===== src/rtl/tile_map_arbiter.sv =====
// Shares a single-port tile-map RAM between the VGA renderer (absolute priority) and a
// req/ack game-logic port. Optional macro BLANK_ONLY_WR_EN restricts game writes to blanking.
module tile_map_arbiter #(
    parameter int unsigned TILE_SHIFT = 5,
    parameter int unsigned MAP_W      = 20,
    parameter int unsigned MAP_H      = 15,
    parameter int unsigned AW         = 9,
    parameter int unsigned TW         = 4,
    parameter int unsigned MAX_WAIT   = 64
) (
    input  logic          clk,
    input  logic          rst,
    input  logic          p_tick,
    input  logic          display_on,
    input  logic [9:0]    x_pos,
    input  logic [9:0]    y_pos,
    output logic [TW-1:0] tile_q,
    output logic          tile_vld,
    input  logic          gl_req,
    input  logic          gl_we,
    input  logic [AW-1:0] gl_addr,
    input  logic [TW-1:0] gl_wdata,
    output logic          gl_ack,
    output logic [TW-1:0] gl_rdata,
    output logic [AW-1:0] mem_addr,
    output logic          mem_we,
    output logic [TW-1:0] mem_wdata,
    input  logic [TW-1:0] mem_rdata,
    output logic [1:0]    err
);

    localparam int unsigned XW    = 10 - TILE_SHIFT;
    localparam int unsigned CELLS = MAP_W * MAP_H;
    localparam int unsigned WCW   = $clog2(MAX_WAIT + 1);

    typedef enum logic [1:0] {IDLE, RD_WAIT, ACK} state_e;

    state_e        state_q, state_d;
    logic [AW-1:0] mem_addr_q, mem_addr_d;
    logic          mem_we_q, mem_we_d;
    logic [TW-1:0] mem_wdata_q, mem_wdata_d;
    logic [TW-1:0] tile_q_q, tile_q_d;
    logic          tile_vld_q, tile_vld_d;
    logic          gl_ack_q, gl_ack_d;
    logic [TW-1:0] gl_rdata_q, gl_rdata_d;
    logic [1:0]    err_q, err_d;
    logic [WCW-1:0] wait_q, wait_d;
    // Owner-tag pipeline: stage 0 aligns with mem_addr, stage 1 with mem_rdata.
    logic          tag0_vld_q, tag0_vld_d, tag0_gl_q, tag0_gl_d;
    logic          tag1_vld_q, tag1_gl_q;

    logic [XW-1:0] tile_x_c, tile_y_c;
    logic [AW-1:0] render_idx_c;
    logic          slot_c, bad_addr_c, wr_block_c, game_want_c;

    assign tile_x_c     = x_pos[9:TILE_SHIFT];
    assign tile_y_c     = y_pos[9:TILE_SHIFT];
    assign slot_c       = p_tick && display_on && (32'(tile_x_c) < MAP_W) && (32'(tile_y_c) < MAP_H);
    assign render_idx_c = AW'(32'(tile_y_c) * MAP_W + 32'(tile_x_c));
    assign bad_addr_c   = 32'(gl_addr) >= CELLS;
    // The ack cycle itself never starts a new access, forcing one idle cycle between requests.
    assign game_want_c  = (state_q == IDLE) && gl_req && !gl_ack_q;

`ifdef BLANK_ONLY_WR_EN
    assign wr_block_c = gl_we && display_on;
`else
    assign wr_block_c = 1'b0;
`endif

    always_ff @(posedge clk or negedge rst) begin
        if (!rst) begin
            state_q     <= IDLE;
            mem_addr_q  <= '0;
            mem_we_q    <= 1'b0;
            mem_wdata_q <= '0;
            tile_q_q    <= '0;
            tile_vld_q  <= 1'b0;
            gl_ack_q    <= 1'b0;
            gl_rdata_q  <= '0;
            err_q       <= '0;
            wait_q      <= '0;
            tag0_vld_q  <= 1'b0;
            tag0_gl_q   <= 1'b0;
            tag1_vld_q  <= 1'b0;
            tag1_gl_q   <= 1'b0;
        end else begin
            state_q     <= state_d;
            mem_addr_q  <= mem_addr_d;
            mem_we_q    <= mem_we_d;
            mem_wdata_q <= mem_wdata_d;
            tile_q_q    <= tile_q_d;
            tile_vld_q  <= tile_vld_d;
            gl_ack_q    <= gl_ack_d;
            gl_rdata_q  <= gl_rdata_d;
            err_q       <= err_d;
            wait_q      <= wait_d;
            tag0_vld_q  <= tag0_vld_d;
            tag0_gl_q   <= tag0_gl_d;
            tag1_vld_q  <= tag0_vld_q;
            tag1_gl_q   <= tag0_gl_q;
        end
    end

    always_comb begin
        state_d     = state_q;
        mem_addr_d  = mem_addr_q;
        mem_we_d    = 1'b0;
        mem_wdata_d = mem_wdata_q;
        tile_q_d    = tile_q_q;
        tile_vld_d  = 1'b0;
        gl_ack_d    = 1'b0;
        gl_rdata_d  = gl_rdata_q;
        err_d       = err_q;
        wait_d      = wait_q;
        tag0_vld_d  = 1'b0;
        tag0_gl_d   = 1'b0;

        // Route returning RAM data by owner tag.
        if (tag1_vld_q) begin
            if (tag1_gl_q) begin
                gl_rdata_d = mem_rdata;
                gl_ack_d   = 1'b1;
            end else begin
                tile_q_d   = mem_rdata;
                tile_vld_d = 1'b1;
            end
        end

        if (slot_c) begin
            mem_addr_d = render_idx_c;
            tag0_vld_d = 1'b1;
        end

        case (state_q)
            IDLE: begin
                if (game_want_c) begin
                    if (slot_c || (wr_block_c && !bad_addr_c)) begin
                        if (wait_q != WCW'(MAX_WAIT)) begin
                            wait_d = wait_q + 1'b1;
                        end
                        if (wait_d == WCW'(MAX_WAIT)) begin
                            err_d[0] = 1'b1;
                        end
                    end else if (bad_addr_c) begin
                        gl_ack_d   = 1'b1;
                        gl_rdata_d = '0;
                        err_d[1]   = 1'b1;
                        wait_d     = '0;
                    end else begin
                        mem_addr_d  = gl_addr;
                        mem_we_d    = gl_we;
                        mem_wdata_d = gl_wdata;
                        wait_d      = '0;
                        if (gl_we) begin
                            state_d = ACK;
                        end else begin
                            tag0_vld_d = 1'b1;
                            tag0_gl_d  = 1'b1;
                            state_d    = RD_WAIT;
                        end
                    end
                end
            end
            RD_WAIT: begin
                if (tag1_vld_q && tag1_gl_q) begin
                    state_d = IDLE;
                end
            end
            ACK: begin
                gl_ack_d = 1'b1;
                state_d  = IDLE;
            end
            default: state_d = IDLE;
        endcase
    end

    assign tile_q    = tile_q_q;
    assign tile_vld  = tile_vld_q;
    assign gl_ack    = gl_ack_q;
    assign gl_rdata  = gl_rdata_q;
    assign mem_addr  = mem_addr_q;
    assign mem_we    = mem_we_q;
    assign mem_wdata = mem_wdata_q;
    assign err       = err_q;

endmodule


===== config.mk =====
export PLATFORM = sky130hd
export DESIGN_NAME = tile_map_arbiter
export DESIGN_NICKNAME = d
export VERILOG_FILES = /design/src/rtl/tile_map_arbiter.sv
export SDC_FILE = /design/constraint.sdc
export NUM_CORES = 1
export LEC_CHECK = 0
export ABC_AREA = 0
export CORE_MARGIN = 5
export CORE_UTILIZATION = 25
export CTS_CLUSTER_DIAMETER = 30
export CTS_CLUSTER_SIZE = 25
export DETAILED_ROUTE_END_ITERATION = 10
export SYNTH_ARGS = -nofsm -noshare
export SYNTH_HDL_FRONTEND = slang
export SYNTH_SLANG_ARGS = --single-unit

===== constraint.sdc =====
create_clock -name clk -period 4.53 [get_ports clk]
set_clock_uncertainty 0.2 [all_clocks]
set_input_delay 1.1325 -clock clk [delete_from_list [all_inputs] [get_ports clk]]
set_output_delay 1.1325 -clock clk [all_outputs]
set_load 0.005 [all_outputs]

Word-level counts from Yosys, hierarchy flattened

Index checks and enable logic that the tools add are counted.

Bits in writable memories: 0
Memories: 0
Memory bits (read-only): 0
Word-level logic and storage cells: 91
Bits of input ports: 43
Output and inout port bits: 26
Bits in latches: 0
Register bits: 39

Add/subtract/negate cells: 2
$lt $le $gt $ge: 3
Bitwise logic cells: 3
Multipliers: 1
Div/mod/pow operators: 0
Shift operators: 0
Reductions and logical operators: 14
Equal/unequal tests: 8
Multiplexer cells: 45

Operators by type and width:

| kind                                                | count |
|---|---|
| 2-to-1 mux 9 bit                                    | 5 |
| 2-to-1 mux 7 bit                                    | 5 |
| 2-to-1 mux 4 bit                                    | 6 |
| 2-to-1 mux 1 bit                                    | 22 |
| AND reduction 4 bit                                 | 4 |
| 2-to-1 mux 2 bit                                    | 5 |
| adder 9 x 5 -> 9 bit                                | 1 |
| >= comparator 9 bit (second input constant)         | 1 |
| inequality test 2 bit (second input constant)       | 4 |
| adder 7 x 1 -> 7 bit (second input constant)        | 1 |
| == test 7 bit (second input constant)               | 1 |
| multiplier 5 x 3 -> 7 bit (second input constant)   | 1 |
| inequality test 7 bit (second input constant)       | 1 |
| logical AND 1 bit                                   | 6 |
| < comparator 5 x 4 -> 1 bit (second input constant) | 1 |
| < comparator 5 bit (second input constant)          | 1 |
| case mux 2 bit (2 select lines)                     | 1 |
| AND reduction 2 bit                                 | 2 |
| NOT 1 bit                                           | 3 |
| == test 2 x 1 -> 1 bit (second input constant)      | 1 |
| == test 2 bit (second input constant)               | 1 |
| logical NOT 2 bit                                   | 1 |
| case mux 1 bit (2 select lines)                     | 1 |
| logical NOT 1 bit                                   | 1 |

Depth between registers and ports, before layout

Word-level depth: 9
Depth in mapped cells: 8
Depth with buffers taken out: 8

Worst setup path after synthesis

No wires, ideal clock.

Path type: input to register
Start point: in y_pos[6]
End point: reg mem_addr_q[8] (netlist: mem_addr[8])
Setup time: 0.127 ns
Required time: 4.203 ns
Setup slack: 1.495 ns
Cell stages on the path: 8
Data arrival time: 2.708 ns
Buffers on the path: 0
Cells stage by stage: ha_1 -> ha_1 -> fa_1 -> xor2_1 -> o2111ai_1 -> xor2_1 -> xnor2_1 -> mux2i_1

Cells in the longest elaborated chain, start to end: 7
Elaborated cells between the ends (all ways): 9
Classes of those cells: 1 x add/sub; 1 x mul; 1 x order compare; 5 x mux; 1 x reduce/logical

Ends and longest elaborated chain:

| element                                                                         | line   | RTL |
|---|---|---|
| start, declared                                                                 | 16     | `input logic [9:0] y_pos,` |
| multiplier 5 x 3 -> 7 bit / < comparator 5 x 4 -> 1 bit (equally long branches) | 59, 58 |  |
| adder 9 x 5 -> 9 bit / logical AND 1 bit (equally long branches)                | 59, 58 |  |
| 2-to-1 mux 9 bit                                                                | 129    | `if (slot_c) begin` |
| 2-to-1 mux 9 bit                                                                | 144    | `end else if (bad_addr_c) begin` |
| 2-to-1 mux 9 bit                                                                | 137    | `if (slot_c \|\| (wr_block_c && !bad_addr_c)) begin` |
| 2-to-1 mux 9 bit                                                                | 136    | `if (game_want_c) begin` |
| 2-to-1 mux 9 bit (*)                                                            | 134    | `case (state_q)` |
| net mem_addr_d[8]                                                               | 39     | `logic [AW-1:0] mem_addr_q, mem_addr_d;` |
| end signal, assigned                                                            | 88     | `mem_addr_q <= mem_addr_d;` |
| end, declared                                                                   | 39     |  |

Mark *: on every way through the listed nets, which the timed path passes. The rest lies on a longest branch.
A chain may end at the register's enable or synchronous reset.

Worst setup path after layout

Ends and elaborated chain as after synthesis.

==> reports/results.ini <==
[place]
dpl.hpwl_microns = 3460
dpl_cell_area_sq_um = 2710
globalplace.congestion = 0.794
place.port_buffers = 58

[die]
ioPinCount = 69
die_height_microns = 99.7
core_area_sq_um = 7770
rows = 32
die_area_sq_um = 9940
initial_core_util = 0.259
die_w_microns = 99.7

[clocking]
cts-htree-levels = 2
hold_buffers = 0
clk_path_buf_depth = 2
clk_latency_ns = 0.29
cts_made_buffers = 5
clockRootBuffer = clkbuf_8
cts_tree = yes
cts_sinks = 39
cts_setup_buffers = 0
cts.clk_slew.worst_paths_ns = 0.08
cts_resized = 0

[setup_path]
required_ns = 4.50
max_stage_delay_ns = 0.48
crit_fanout = 4
reg2reg_depth = 6
crit_chain = clkdlybuf4s50_1 -> ha_1 -> ha_1 -> fa_1 -> xor2_1 -> o2111ai_1 -> xor2_1 -> xnor2_1 -> mux2i_1
cp-end-kind = register
cp_num_buf_inv = 1
crit_slowest_cell = clkdlybuf4s50_1
crit_type = in2reg
rr_endpoint = mem_wdata[1]
cp_top_family = adder cells
path_depth = 9
worstSetupStartpointType = input pin
rr_startpoint = state_q[1]
r2r_slack_ns = 2.34
cp.arrival_ns = 3.34

[power]
total_power_uw = 1200
p_leak_uw = 0.00123
vdd_ir_drop_max_uv = 214
powerDensity_nw_per_um2 = 429

[logic_synthesis]
yosysSeqAreaShare = 0.485
postSynthCellCount = 183
synthFlopType = dfrtp_1
avgSynthCellArea_sq_um = 11.0
synth_edf_count = 0
synth-seq-cells = 39
async_flop_share = 1.00
syn_nets = 239
yosysUniqueCellTypes = 36
synth.cell_area_sq_um = 2010
ys_warn_count = 0

[grt]
antenna_found_initial = 0
gr-total-overflow = 0
grt_pass1_vias = 1722
grt_max_degree = 40
grt_pass1_wl_microns = 7940
grt_usage = 0.0982

[route]
via_per_inst = 4.54
dr.max_layer_used = met4
drtIter0Drc = 37
routed-wl-met3_microns = 350
drt-met1-wl_microns = 1970
met2_length_microns = 2120
wl_per_cell_microns = 12.8
drc_errors = 0
vias = 1585
antenna_left = 0
drt_wl_total_microns = 4470
dr.pass1.iters = 4

[layout]
fin_util = 0.360
final_nets = 302
area_growth_pct = 38.9
antenna_cells = 0
stdcell_area_sq_um = 2800
drive_gt1_frac = 0.0891

[sta]
fin_tns_setup_ns = 0
hold_viol_final = 0
setup_viol = 0
max_slew_margin = 0.421
report.final.slew_viol_count = 0
period_needed_ns = 3.38
tightest_slew_ns = 0.869
fin_crit_sh = 0.745
timing.fmax_ghz = 0.296
rsz0062_at_grt = no

[run_status]
status = complete, no violations

[worst_hold_path]
min_path_cells = 0
hp-start = tag0_gl_q
hold_end = tag1_gl_q
worstHoldPathType = reg2reg

[run]
maxCapViolations = 0

[placed cells by master, fill, tap and decap left out, drive strengths merged, types with 3 or more instances in the layout]
master / n
a21o: 5
o31ai: 4
nand3: 11
clkbuf: 5
clkdlybuf4s50: 57
nand4: 3
xor2: 7
nand2b: 3
a21boi: 4
a21oi: 9
ha: 11
dfrtp: 39
buf: 3
o21ai: 6
inv: 8
nand2: 15
and3: 4
nor2: 11
mux2: 8
xnor2: 4
mux2i: 9
[worst register-to-register path, delay by kind of cell (launching register included)]
| kind | cells | cell delay, ns |
|---|---|---|
| muxes | 1 | 0.35 |
| buffers and inverters | 1 | 0.18 |
| and+or+nand+nor | 3 | 0.58 |
| DFF | 1 | 0.41 |
| AOI/OAI and AO/OA | 1 | 0.37 |
[sequential cells by signal, summed over array words and instances (netlist names)]
signal	count
tile_q	4
tag1_gl_q	1
tag0_vld_q	1
mem_wdata	4
gl_rdata	4
state_q	2
mem_addr	9
tag0_gl_q	1
tile_vld	1
wait_q	7
tag1_vld_q	1
mem_we	1
gl_ack	1
err	2
[cell type report]
| class | instances | area (sq um) |
|---|---|---|
| inverter | 8 | 30.0 |
| fill | 831 | 4970 |
| sequential | 39 | 976 |
| timing repair buffer | 60 | 591 |
| clock buffer | 5 | 68.8 |
| tap | 102 | 128 |
| clock inverter | 3 | 20.0 |
| multi-input combinational | 132 | 982 |
[per-layer routing]
layer  vias to the layer above  GRT usage
met3                         4     0.0414
li1                        781          -
met2                        38      0.161
met5                         -          0
met1                       762      0.119
met4                         0     0.0252
[cell families (layout without fill, tap and decap cells)]
logic type	after synthesis	count (layout)	share of synthesized area
xor gates and xnor gates	11	11	0.0479
AOI/OAI and AO/OA	37	37	0.123
adders and majority gates	13	13	0.0883
and+or+nand+nor	54	54	0.140
DFF	39	39	0.485
buffers and inverters	12	76	0.0267
muxes	17	17	0.0896
[synthesized netlist by cell type, types with 3 or more instances]
master / instances / area [sq um]
dfrtp_1: 39 / 976
nand2_1: 15 / 56.3
ha_1: 11 / 138
nand3_1: 11 / 55.1
nor2_1: 10 / 37.5
a21oi_1: 9 / 45.0
mux2i_1: 9 / 90.1
inv_1: 8 / 30.0
mux2_2: 8 / 90.1
xor2_1: 7 / 61.3
o21ai_0: 6 / 30.0
a21o_1: 5 / 37.5
a21boi_0: 4 / 30.0
and3_1: 4 / 25.0
o31ai_1: 4 / 30.0
xnor2_1: 4 / 35.0
nand2b_1: 3 / 18.8
nand4_1: 3 / 18.8
[power breakdown]
| part | switching, uW | internal (uW) | leakage [uW] | total (uW) |
|---|---|---|---|---|
| combinational | 161 | 291 | 0.000701 | 452 |
| sequential | 59.6 | 451 | 0.000492 | 510 |
| clock | 129 | 107 | 0.0000402 | 236 |
[per-stage QoR]
step           instances  setup slack, ns  hold WS, ns
6_report             349             1.15        0.153
3_3_place_gp         341            0.848        0.133
5_1_grt              349             1.02        0.170
4_1_cts              349             1.15        0.156
3_5_place_dp         341            0.827        0.135
2_1_floorplan        183             1.49        0.131
[worst max-delay path by stage]
stage,start,to,slack [ns]
floorplan,y_pos[6],mem_addr[8],1.49
global placement,y_pos[6],mem_addr[8],0.85
detailed placement,y_pos[6],mem_addr[8],0.83
CTS,y_pos[6],mem_addr[8],1.15
global route,y_pos[6],mem_addr[8],1.02
finish,y_pos[6],mem_addr[8],1.15
(Power assumes the default switching activity.)
